$ cat src/rtl/axi4_burst_master.sv
// Single-outstanding AXI4 INCR burst master: one command drives either a write
// burst fed from the wr_* stream or a read burst returned on the rd_* stream.
module axi4_burst_master #(
  parameter int unsigned AXI4_ID_WIDTH = 4,
  parameter int unsigned ADDR_WIDTH    = 32,
  parameter int unsigned DATA_WIDTH    = 32,
  parameter int unsigned MASTER_ID     = 0
) (
  input  logic                      clk,
  input  logic                      rst_n,
  input  logic                      cmd_valid,
  output logic                      cmd_ready,
  input  logic                      cmd_write,
  input  logic [ADDR_WIDTH-1:0]     cmd_addr,
  input  logic [7:0]                cmd_len,
  input  logic [DATA_WIDTH-1:0]     wr_data,
  input  logic                      wr_valid,
  output logic                      wr_ready,
  output logic [DATA_WIDTH-1:0]     rd_data,
  output logic                      rd_valid,
  output logic                      rd_last,
  input  logic                      rd_ready,
  output logic                      done,
  output logic                      err,
  output logic [AXI4_ID_WIDTH-1:0]  M_AXI4_AWID,
  output logic [ADDR_WIDTH-1:0]     M_AXI4_AWADDR,
  output logic [7:0]                M_AXI4_AWLEN,
  output logic [2:0]                M_AXI4_AWSIZE,
  output logic [1:0]                M_AXI4_AWBURST,
  output logic                      M_AXI4_AWVALID,
  input  logic                      M_AXI4_AWREADY,
  output logic [DATA_WIDTH-1:0]     M_AXI4_WDATA,
  output logic [DATA_WIDTH/8-1:0]   M_AXI4_WSTRB,
  output logic                      M_AXI4_WLAST,
  output logic                      M_AXI4_WVALID,
  input  logic                      M_AXI4_WREADY,
  input  logic [AXI4_ID_WIDTH-1:0]  M_AXI4_BID,
  input  logic [1:0]                M_AXI4_BRESP,
  input  logic                      M_AXI4_BVALID,
  output logic                      M_AXI4_BREADY,
  output logic [AXI4_ID_WIDTH-1:0]  M_AXI4_ARID,
  output logic [ADDR_WIDTH-1:0]     M_AXI4_ARADDR,
  output logic [7:0]                M_AXI4_ARLEN,
  output logic [2:0]                M_AXI4_ARSIZE,
  output logic [1:0]                M_AXI4_ARBURST,
  output logic                      M_AXI4_ARVALID,
  input  logic                      M_AXI4_ARREADY,
  input  logic [AXI4_ID_WIDTH-1:0]  M_AXI4_RID,
  input  logic [DATA_WIDTH-1:0]     M_AXI4_RDATA,
  input  logic [1:0]                M_AXI4_RRESP,
  input  logic                      M_AXI4_RLAST,
  input  logic                      M_AXI4_RVALID,
  output logic                      M_AXI4_RREADY
);

  localparam int unsigned SPAN_W = 14;
  localparam logic [AXI4_ID_WIDTH-1:0] OWN_ID = AXI4_ID_WIDTH'(MASTER_ID);

  typedef enum logic [2:0] {
    IDLE, WR_ADDR, WR_DATA, WR_RESP, RD_ADDR, RD_DATA, DONE
  } state_t;

  state_t                  state_q, state_d;
  logic [ADDR_WIDTH-1:0]   addr_q, addr_d;
  logic [7:0]              len_q, len_d;
  logic [7:0]              cnt_q, cnt_d;
  logic                    err_q, err_d;

  logic [SPAN_W-1:0]       span_end_c;
  logic                    cmd_bad_c;
  logic                    last_beat_c;
  logic                    w_hs_c;
  logic                    r_hs_c;

  // Burst end offset within the 4KB page; anything past 4096 crosses it.
  assign span_end_c  = SPAN_W'(cmd_addr[11:0]) + SPAN_W'({cmd_len, 2'b00}) + SPAN_W'(4);
  assign cmd_bad_c   = (cmd_addr[1:0] != 2'b00) || (span_end_c > SPAN_W'(4096));
  assign last_beat_c = (cnt_q == len_q);
  assign w_hs_c      = M_AXI4_WVALID && M_AXI4_WREADY;
  assign r_hs_c      = M_AXI4_RVALID && M_AXI4_RREADY;

  always_ff @(posedge clk or negedge rst_n) begin
    if (!rst_n) begin
      state_q <= IDLE;
      addr_q  <= '0;
      len_q   <= '0;
      cnt_q   <= '0;
      err_q   <= 1'b0;
    end else begin
      state_q <= state_d;
      addr_q  <= addr_d;
      len_q   <= len_d;
      cnt_q   <= cnt_d;
      err_q   <= err_d;
    end
  end

  always_comb begin
    state_d = state_q;
    addr_d  = addr_q;
    len_d   = len_q;
    cnt_d   = cnt_q;
    err_d   = err_q;
    case (state_q)
      IDLE: begin
        if (cmd_valid) begin
          addr_d = cmd_addr;
          len_d  = cmd_len;
          cnt_d  = '0;
          err_d  = 1'b0;
          if (cmd_bad_c) begin
            err_d   = 1'b1;
            state_d = DONE;
          end else begin
            state_d = cmd_write ? WR_ADDR : RD_ADDR;
          end
        end
      end
      WR_ADDR: if (M_AXI4_AWREADY) state_d = WR_DATA;
      WR_DATA: begin
        if (w_hs_c) begin
          cnt_d = cnt_q + 8'd1;
          if (last_beat_c) state_d = WR_RESP;
        end
      end
      WR_RESP: begin
        if (M_AXI4_BVALID) begin
          if ((M_AXI4_BRESP != 2'b00) || (M_AXI4_BID != OWN_ID)) err_d = 1'b1;
          state_d = DONE;
        end
      end
      RD_ADDR: if (M_AXI4_ARREADY) state_d = RD_DATA;
      RD_DATA: begin
        // RLAST must coincide with the len-th beat; either mismatch is an error.
        if (r_hs_c) begin
          if (cnt_q != 8'hFF) cnt_d = cnt_q + 8'd1;
          if ((M_AXI4_RRESP != 2'b00) || (M_AXI4_RID != OWN_ID) ||
              (M_AXI4_RLAST != last_beat_c)) err_d = 1'b1;
          if (M_AXI4_RLAST) state_d = DONE;
        end
      end
      DONE:    state_d = IDLE;
      default: state_d = IDLE;
    endcase
  end

  assign cmd_ready      = (state_q == IDLE);
  assign done           = (state_q == DONE);
  assign err            = err_q;

  assign M_AXI4_AWID    = OWN_ID;
  assign M_AXI4_AWADDR  = addr_q;
  assign M_AXI4_AWLEN   = len_q;
  assign M_AXI4_AWSIZE  = 3'b010;
  assign M_AXI4_AWBURST = 2'b01;
  assign M_AXI4_AWVALID = (state_q == WR_ADDR);

  // Write data streams straight through while in WR_DATA.
  assign M_AXI4_WDATA   = wr_data;
  assign M_AXI4_WSTRB   = '1;
  assign M_AXI4_WVALID  = (state_q == WR_DATA) && wr_valid;
  assign M_AXI4_WLAST   = (state_q == WR_DATA) && last_beat_c;
  assign wr_ready       = (state_q == WR_DATA) && M_AXI4_WREADY;
  assign M_AXI4_BREADY  = (state_q == WR_RESP);

  assign M_AXI4_ARID    = OWN_ID;
  assign M_AXI4_ARADDR  = addr_q;
  assign M_AXI4_ARLEN   = len_q;
  assign M_AXI4_ARSIZE  = 3'b010;
  assign M_AXI4_ARBURST = 2'b01;
  assign M_AXI4_ARVALID = (state_q == RD_ADDR);

  assign M_AXI4_RREADY  = (state_q == RD_DATA) && rd_ready;
  assign rd_valid       = (state_q == RD_DATA) && M_AXI4_RVALID;
  assign rd_data        = M_AXI4_RDATA;
  assign rd_last        = (state_q == RD_DATA) && M_AXI4_RLAST;

endmodule

$ cat config.mk
export PLATFORM = sky130hd
export DESIGN_NAME = axi4_burst_master
export DESIGN_NICKNAME = d
export VERILOG_FILES = /design/src/rtl/axi4_burst_master.sv
export SDC_FILE = /design/constraint.sdc
export NUM_CORES = 1
export LEC_CHECK = 0
export ABC_AREA = 1
export CAP_MARGIN = 30
export CORE_AREA = 2 2 118 120
export CTS_BUF_LIST = sky130_fd_sc_hd__clkbuf_4
export CTS_CLUSTER_DIAMETER = 200
export DETAILED_ROUTE_END_ITERATION = 6
export DIE_AREA = 0 0 120 122
export PLACE_DENSITY = 0.77
export SLEW_MARGIN = 15
export SYNTH_ARGS = -nofsm -noshare
export SYNTH_HDL_FRONTEND = slang
export SYNTH_SLANG_ARGS = --single-unit
$ cat constraint.sdc
create_clock -name clk -period 1.87 [get_ports clk]
set_input_delay 0.187 -clock clk [delete_from_list [all_inputs] [get_ports clk]]
set_output_delay 0.187 -clock clk [all_outputs]
set_load 0.02 [all_outputs]
# Yosys cells after proc, flatten, opt, wreduce, memory -nomap -nowiden
# Index checks and enable logic that the tools add are counted.
[word_totals] register_bits=52
[op_classes] mux=23 order_cmp=1 n_reduce_logical=24 eq_ne=20 add_sub_neg=3
[op_table] cell="$mux W8" count=4
[op_table] cell="$mux W3" count=10
[op_table] cell="$pmux W8 S3" count=1
[op_table] cell="$pmux W3 S6" count=1
[op_table] cell="$ne A2 B2 Y1 const B" count=8
[op_table] cell="$add A13 B3 Y14 const B" count=1
[op_table] cell="$gt A14 B13 Y1 const B" count=1
[op_table] cell="$add A12 B10 Y13" count=1
[op_table] cell="$eq A3 B3 Y1 const B" count=3
[op_table] cell="$add A8 B1 Y8 const B" count=1
[op_table] cell="$eq A8 B8 Y1" count=1
[op_table] cell="$logic_and A1 B1 Y1" count=8
[op_table] cell="$ne A8 B8 Y1 const B" count=1
[op_table] cell="$reduce_and A8 Y1" count=1
[op_table] cell="$reduce_bool A4 Y1" count=2
[op_table] cell="$eq A3 B2 Y1 const B" count=2
[op_table] cell="$mux W1" count=6
[op_table] cell="$ne A2 B1 Y1 const B" count=3
[op_table] cell="$reduce_and A6 Y1" count=1
[op_table] cell="$reduce_bool A2 Y1" count=3
[op_table] cell="$reduce_bool A3 Y1" count=2
[op_table] cell="$reduce_and A5 Y1" count=1
[op_table] cell="$logic_or A1 B1 Y1" count=4
[op_table] cell="$eq A3 B1 Y1 const B" count=1
[op_table] cell="other kinds (4)" count=4

# Longest topological paths before layout
[logic_depth] ltp_word=7 ltp_mapped=20 mapped_depth_nobuf=20

# Worst setup path before layout
# OpenSTA, ideal clock, no wires.
[synth_path] kind="input to register" start="input cmd_addr[3]" end="register state_q[1]" required_time_ps=1749 n_path_buf=0 t_arrival_ps=1944 slack_ps=-196 cell_stages=17 cell_sequence="ha_1 -> ha_1 -> inv_1 -> fa_1 -> nand2_1 -> nor2_1 -> nand4_1 -> nor2_1 -> nand2_1 -> nor2_1 -> nand3_1 -> nand2_1 -> nand2_1 -> nand2_1 -> nand2_1 -> nand2_1 -> o21ai_1"
[synth_between] elab_chain_cells=7
[synth_lines] item="start, declared" line="14" source="input logic [ADDR_WIDTH-1:0] cmd_addr,"
[synth_lines] item="$add A12 B10 Y13" line="76" source="assign span_end_c = SPAN_W'(cmd_addr[11:0]) + SPAN_W'({cmd_len, 2'b00}) + SPAN_W'(4);"
[synth_lines] item="$add A13 B3 Y14" line="76"
[synth_lines] item="$gt A14 B13 Y1" line="77" source="assign cmd_bad_c = (cmd_addr[1:0] != 2'b00) || (span_end_c > SPAN_W'(4096));"
[synth_lines] item="$logic_or A1 B1 Y1" line="77"
[synth_lines] item="$mux W3" line="111" source="if (cmd_bad_c) begin"
[synth_lines] item="$mux W3" line="106" source="if (cmd_valid) begin"
[synth_lines] item="$pmux W3 S6" line="104" source="case (state_q)"
[synth_lines] item="end signal, assigned" line="90" source="state_q <= state_d;"
[synth_lines] item="end, declared" line="63" source="state_t state_q, state_d;"
# Every way passes these cells. The select of a mux whose other input is x is not followed.
# A chain may end at the register's enable or synchronous reset.

# Final worst setup path
[layout_path] start="register cnt_q[1]" end="register cnt_q[3]"
[layout_between] elab_chain_cells=4 elab_cells_between_ends=8
[layout_lines] item="start, declared" line="66" source="logic [7:0] cnt_q, cnt_d;"
[layout_lines] item="start signal, assigned" line="93" source="cnt_q <= cnt_d;"
[layout_lines] item="$add A8 B1 Y8" line="122, 136"
[layout_lines] item="$mux W8" line="136" source="if (cnt_q != 8'hFF) cnt_d = cnt_q + 8'd1;"
[layout_lines] item="$mux W8" line="135" source="if (r_hs_c) begin"
[layout_lines] item="$pmux W8 S3" line="104"
# Parallel ways exist; a longest one is shown, timed or not. The select of a mux whose other input is x is not followed.

==> impl_metrics.py <==
metrics = {
    "status": {
        "status": "finished with violations",
        "violations": "negative setup slack",
    },
    "worst_setup_path": {
        "criticalPathCategory": "flop to flop",
        "slowest_delay_ps": 400,
        "critPathMostFrequentCell": "buf_4",
        "r2r-start": "cnt_q[1]",
        "worstSetupEndpointType": "flop",
        "start_kind": "flop",
        "critPathSlowestCell": "dfrtp_1",
        "cp.arrival_ps": 2170,
        "required_ps": 2160,
        "worstPathMaxFanout": 6,
        "crit_chain": "buf_4 > ha_1 > nand4_1 > nor2_2 > nand3_2 > a21oi_2 > nor3_4 > buf_4 > a21oi_1 > nor2_1",
        "startpoint": "cnt_q[1]",
    },
    "die": {
        "num_io_pins": 306,
        "die_h_um": 122,
        "rows": 43,
        "core_sq_um": 13500,
        "die_area_sq_um": 14600,
        "die_width_um": 120,
        "start_util": 0.300,
    },
    "power": {
        "p_clk_frac": 0.069,
        "combPwrFrac": 0.672,
        "p_per_area_nw_per_um2": 1430,
        "switchingPower_mw": 3.68,
        "power_frac_seq": 0.259,
        "p_int_mw": 4.20,
        "irDropWorstVdd_v": 0.000583,
        "power.leakage_nw": 2.68,
        "p_sw_frac": 0.467,
    },
    "synthesis": {
        "ys_warn_count": 0,
        "syn_inst": 549,
        "seq_area_frac_synth": 0.321,
        "synth_ff_type": "dfrtp_1",
        "synth_area_sq_um": 4050,
        "synth_cell_type_count": 33,
        "synth.avg_cell_area_sq_um": 7.38,
        "async_flop_share": 1.00,
        "synth_edf_count": 0,
        "yosys_register_bits": 52,
    },
    "clocking": {
        "cts.clk_slew.worst_paths_ps": 160,
        "htreeDepth": 2,
        "cts_tree": "done",
        "clockBufferDepth": 2,
        "insertion_delay_ps": 380,
        "cts_inserted_buffers": 5,
        "root_buffer": "clkbuf_4",
        "cts.sinks": 52,
    },
    "routing": {
        "wl_per_cell_um": 13.0,
        "drt_first_pass_iters": 4,
        "drtAntennaViolNets": 0,
        "drt_iter0_markers": 185,
        "drc": 0,
        "vias": 3522,
        "finalWirelength_mm": 10.7,
        "routed_via_density": 4.29,
    },
    "sta": {
        "setup_violations": 2,
        "setup_tns_ps": -25.9,
        "max_slew_margin": 0.545,
        "worst_slack_ps": -14.3,
        "hold_viol_final": 0,
        "fin_crit_sh": 1.01,
        "rsz0062_at_grt": "true",
        "tightest_slew_ps": 682,
        "drv_slew": 0,
        "finalCriticalPeriod_ps": 1880,
        "fmax_ghz": 0.531,
        "clock_skew_ps": 13.3,
        "timing.hold.ws_ps": 75.1,
    },
    "global_route": {
        "track_usage": 0.142,
        "grt_max_degree": 53,
        "grt_pass1_wl_mm": 16.4,
        "antenna_found_initial": 1,
        "grt_pass1_vias": 3271,
        "grt_overflow": 0,
    },
    "worst_hold_path": {
        "hp-class": "input pin to flop",
        "hp-start": "cmd_len[0]",
    },
    "place": {
        "dp_hpwl_mm": 8.32,
        "post-place-cells": 800,
        "routabilityCongestion": 0.880,
        "portBuffers": 155,
        "place_ws_ps": -898,
    },
    "final_layout": {
        "areaGrowthSynthToFinish_pct": 35.8,
        "drive_gt1_frac": 0.172,
        "instances_no_fill": 821,
        "fin_nets": 785,
    },
    "job": {
        "max_cap_violations": 0,
    },
}
routing by layer:
metal	GRT usage	wire length (um)
met3	0.0342	679
met4	0.0493	243
met1	0.168	4380
met5	0	0
met2	0.250	5400
per-stage QoR:
step / utilization / instance area (sq um) / total power, mW
2_1_floorplan: - / 4170 / 5.43
6_report: 0.408 / 5510 / 7.88
3_3_place_gp: 0.386 / 5210 / 7.20
4_1_cts: 0.402 / 5430 / 7.91
3_5_place_dp: 0.386 / 5210 / 7.27
5_1_grt: 0.408 / 5510 / 8.46
cells by family (layout without fill, tap and decap cells):
group	count (synthesis)	in the layout	synth area share
other	2	23	0.00185
flip-flops	52	52	0.321
XOR/XNOR	9	9	0.0194
AO/OA/AOI/OAI	28	28	0.0389
adder cells (fa/ha/maj)	18	18	0.0574
buffers and inverters	184	255	0.289
AND/OR/NAND/NOR	256	256	0.273
cell usage in the layout (no fill, tap or decap), types with 5 or more instances in the layout:
cell,count
ha_4,14
clkbuf_4,5
nand4_1,6
xnor2_1,7
clkdlybuf4s50_1,127
nor3_1,5
nor2_1,33
dlygate4sd2_1,17
nand3_1,15
nand2_1,170
conb_1,22
buf_4,39
buf_2,5
inv_1,41
a21oi_1,12
dfrtp_1,49
inv_2,7
nor2_2,5
nand2_2,5
repair_timing:
item	4_1_cts	5_1_grt
buffers inserted	6	3
endpoints found under the hold margin	52	2
gates resized for setup	65	22
pin swaps	15	19
setup endpoints to repair	15	20
hold buffers	1	2
path summary, 6_finish.rpt:
kind	endpoint	slack [ps]	depth (start not counted)
setup / recovery	cnt_q[3]	-10	10
hold / removal	M_AXI4_ARLEN[0]	80	3
setup reg to reg	cnt_q[3]	-10	10
hold reg to reg	M_AXI4_ARADDR[15]	520	2
max in group asynchronous	M_AXI4_ARLEN[5]	910	3
min in group asynchronous	M_AXI4_ARADDR[17]	460	3
worst max-delay path: cells and delay by family (launching register included):
family,cells,cell delay [ps]
fa+ha+maj,1,190
flops,1,400
simple gates,5,570
compound gates,2,350
buf+inv,2,280
cells in the mapped netlist, drive strengths merged, types with 6 or more instances:
| master | instances | area (sq um) |
|---|---|---|
| nand2 | 179 | 702 |
| buf | 131 | 971 |
| dfrtp | 52 | 1300 |
| inv | 49 | 184 |
| nor2 | 40 | 176 |
| ha | 17 | 213 |
| nand3 | 16 | 80.1 |
| a21oi | 15 | 82.6 |
| nor3 | 9 | 71.3 |
| o21ai | 9 | 48.8 |
| xnor2 | 8 | 70.1 |
| nand4 | 6 | 37.5 |
cell type report:
cell class / count / area, sq um
timing repair buffer: 198 / 1860
clock buffer: 5 / 37.5
sequential: 52 / 1310
multi-input combinational: 333 / 1870
inverter: 49 / 186
clock inverter: 3 / 21.3
fill: 1361 / 8000
tap: 180 / 225
antenna: 1 / 2.50
sequential cells by signal, indices dropped and copies added, names as in the netlist:
register / cells
state_q: 3
cnt_q: 8
err: 1
M_AXI4_ARLEN: 8
M_AXI4_ARADDR: 32
power by group through the flow:
stage / clock [mW] / sequential, mW / combinational [mW]
finish: 0.544 / 2.04 / 5.29
global route: 0.623 / 2.11 / 5.73
CTS: 0.574 / 2.04 / 5.29
detailed placement: 0 / 2.08 / 5.19
global placement: 0 / 2.06 / 5.13
floorplan: 0 / 2.48 / 2.95
(Power assumes the default switching activity.)
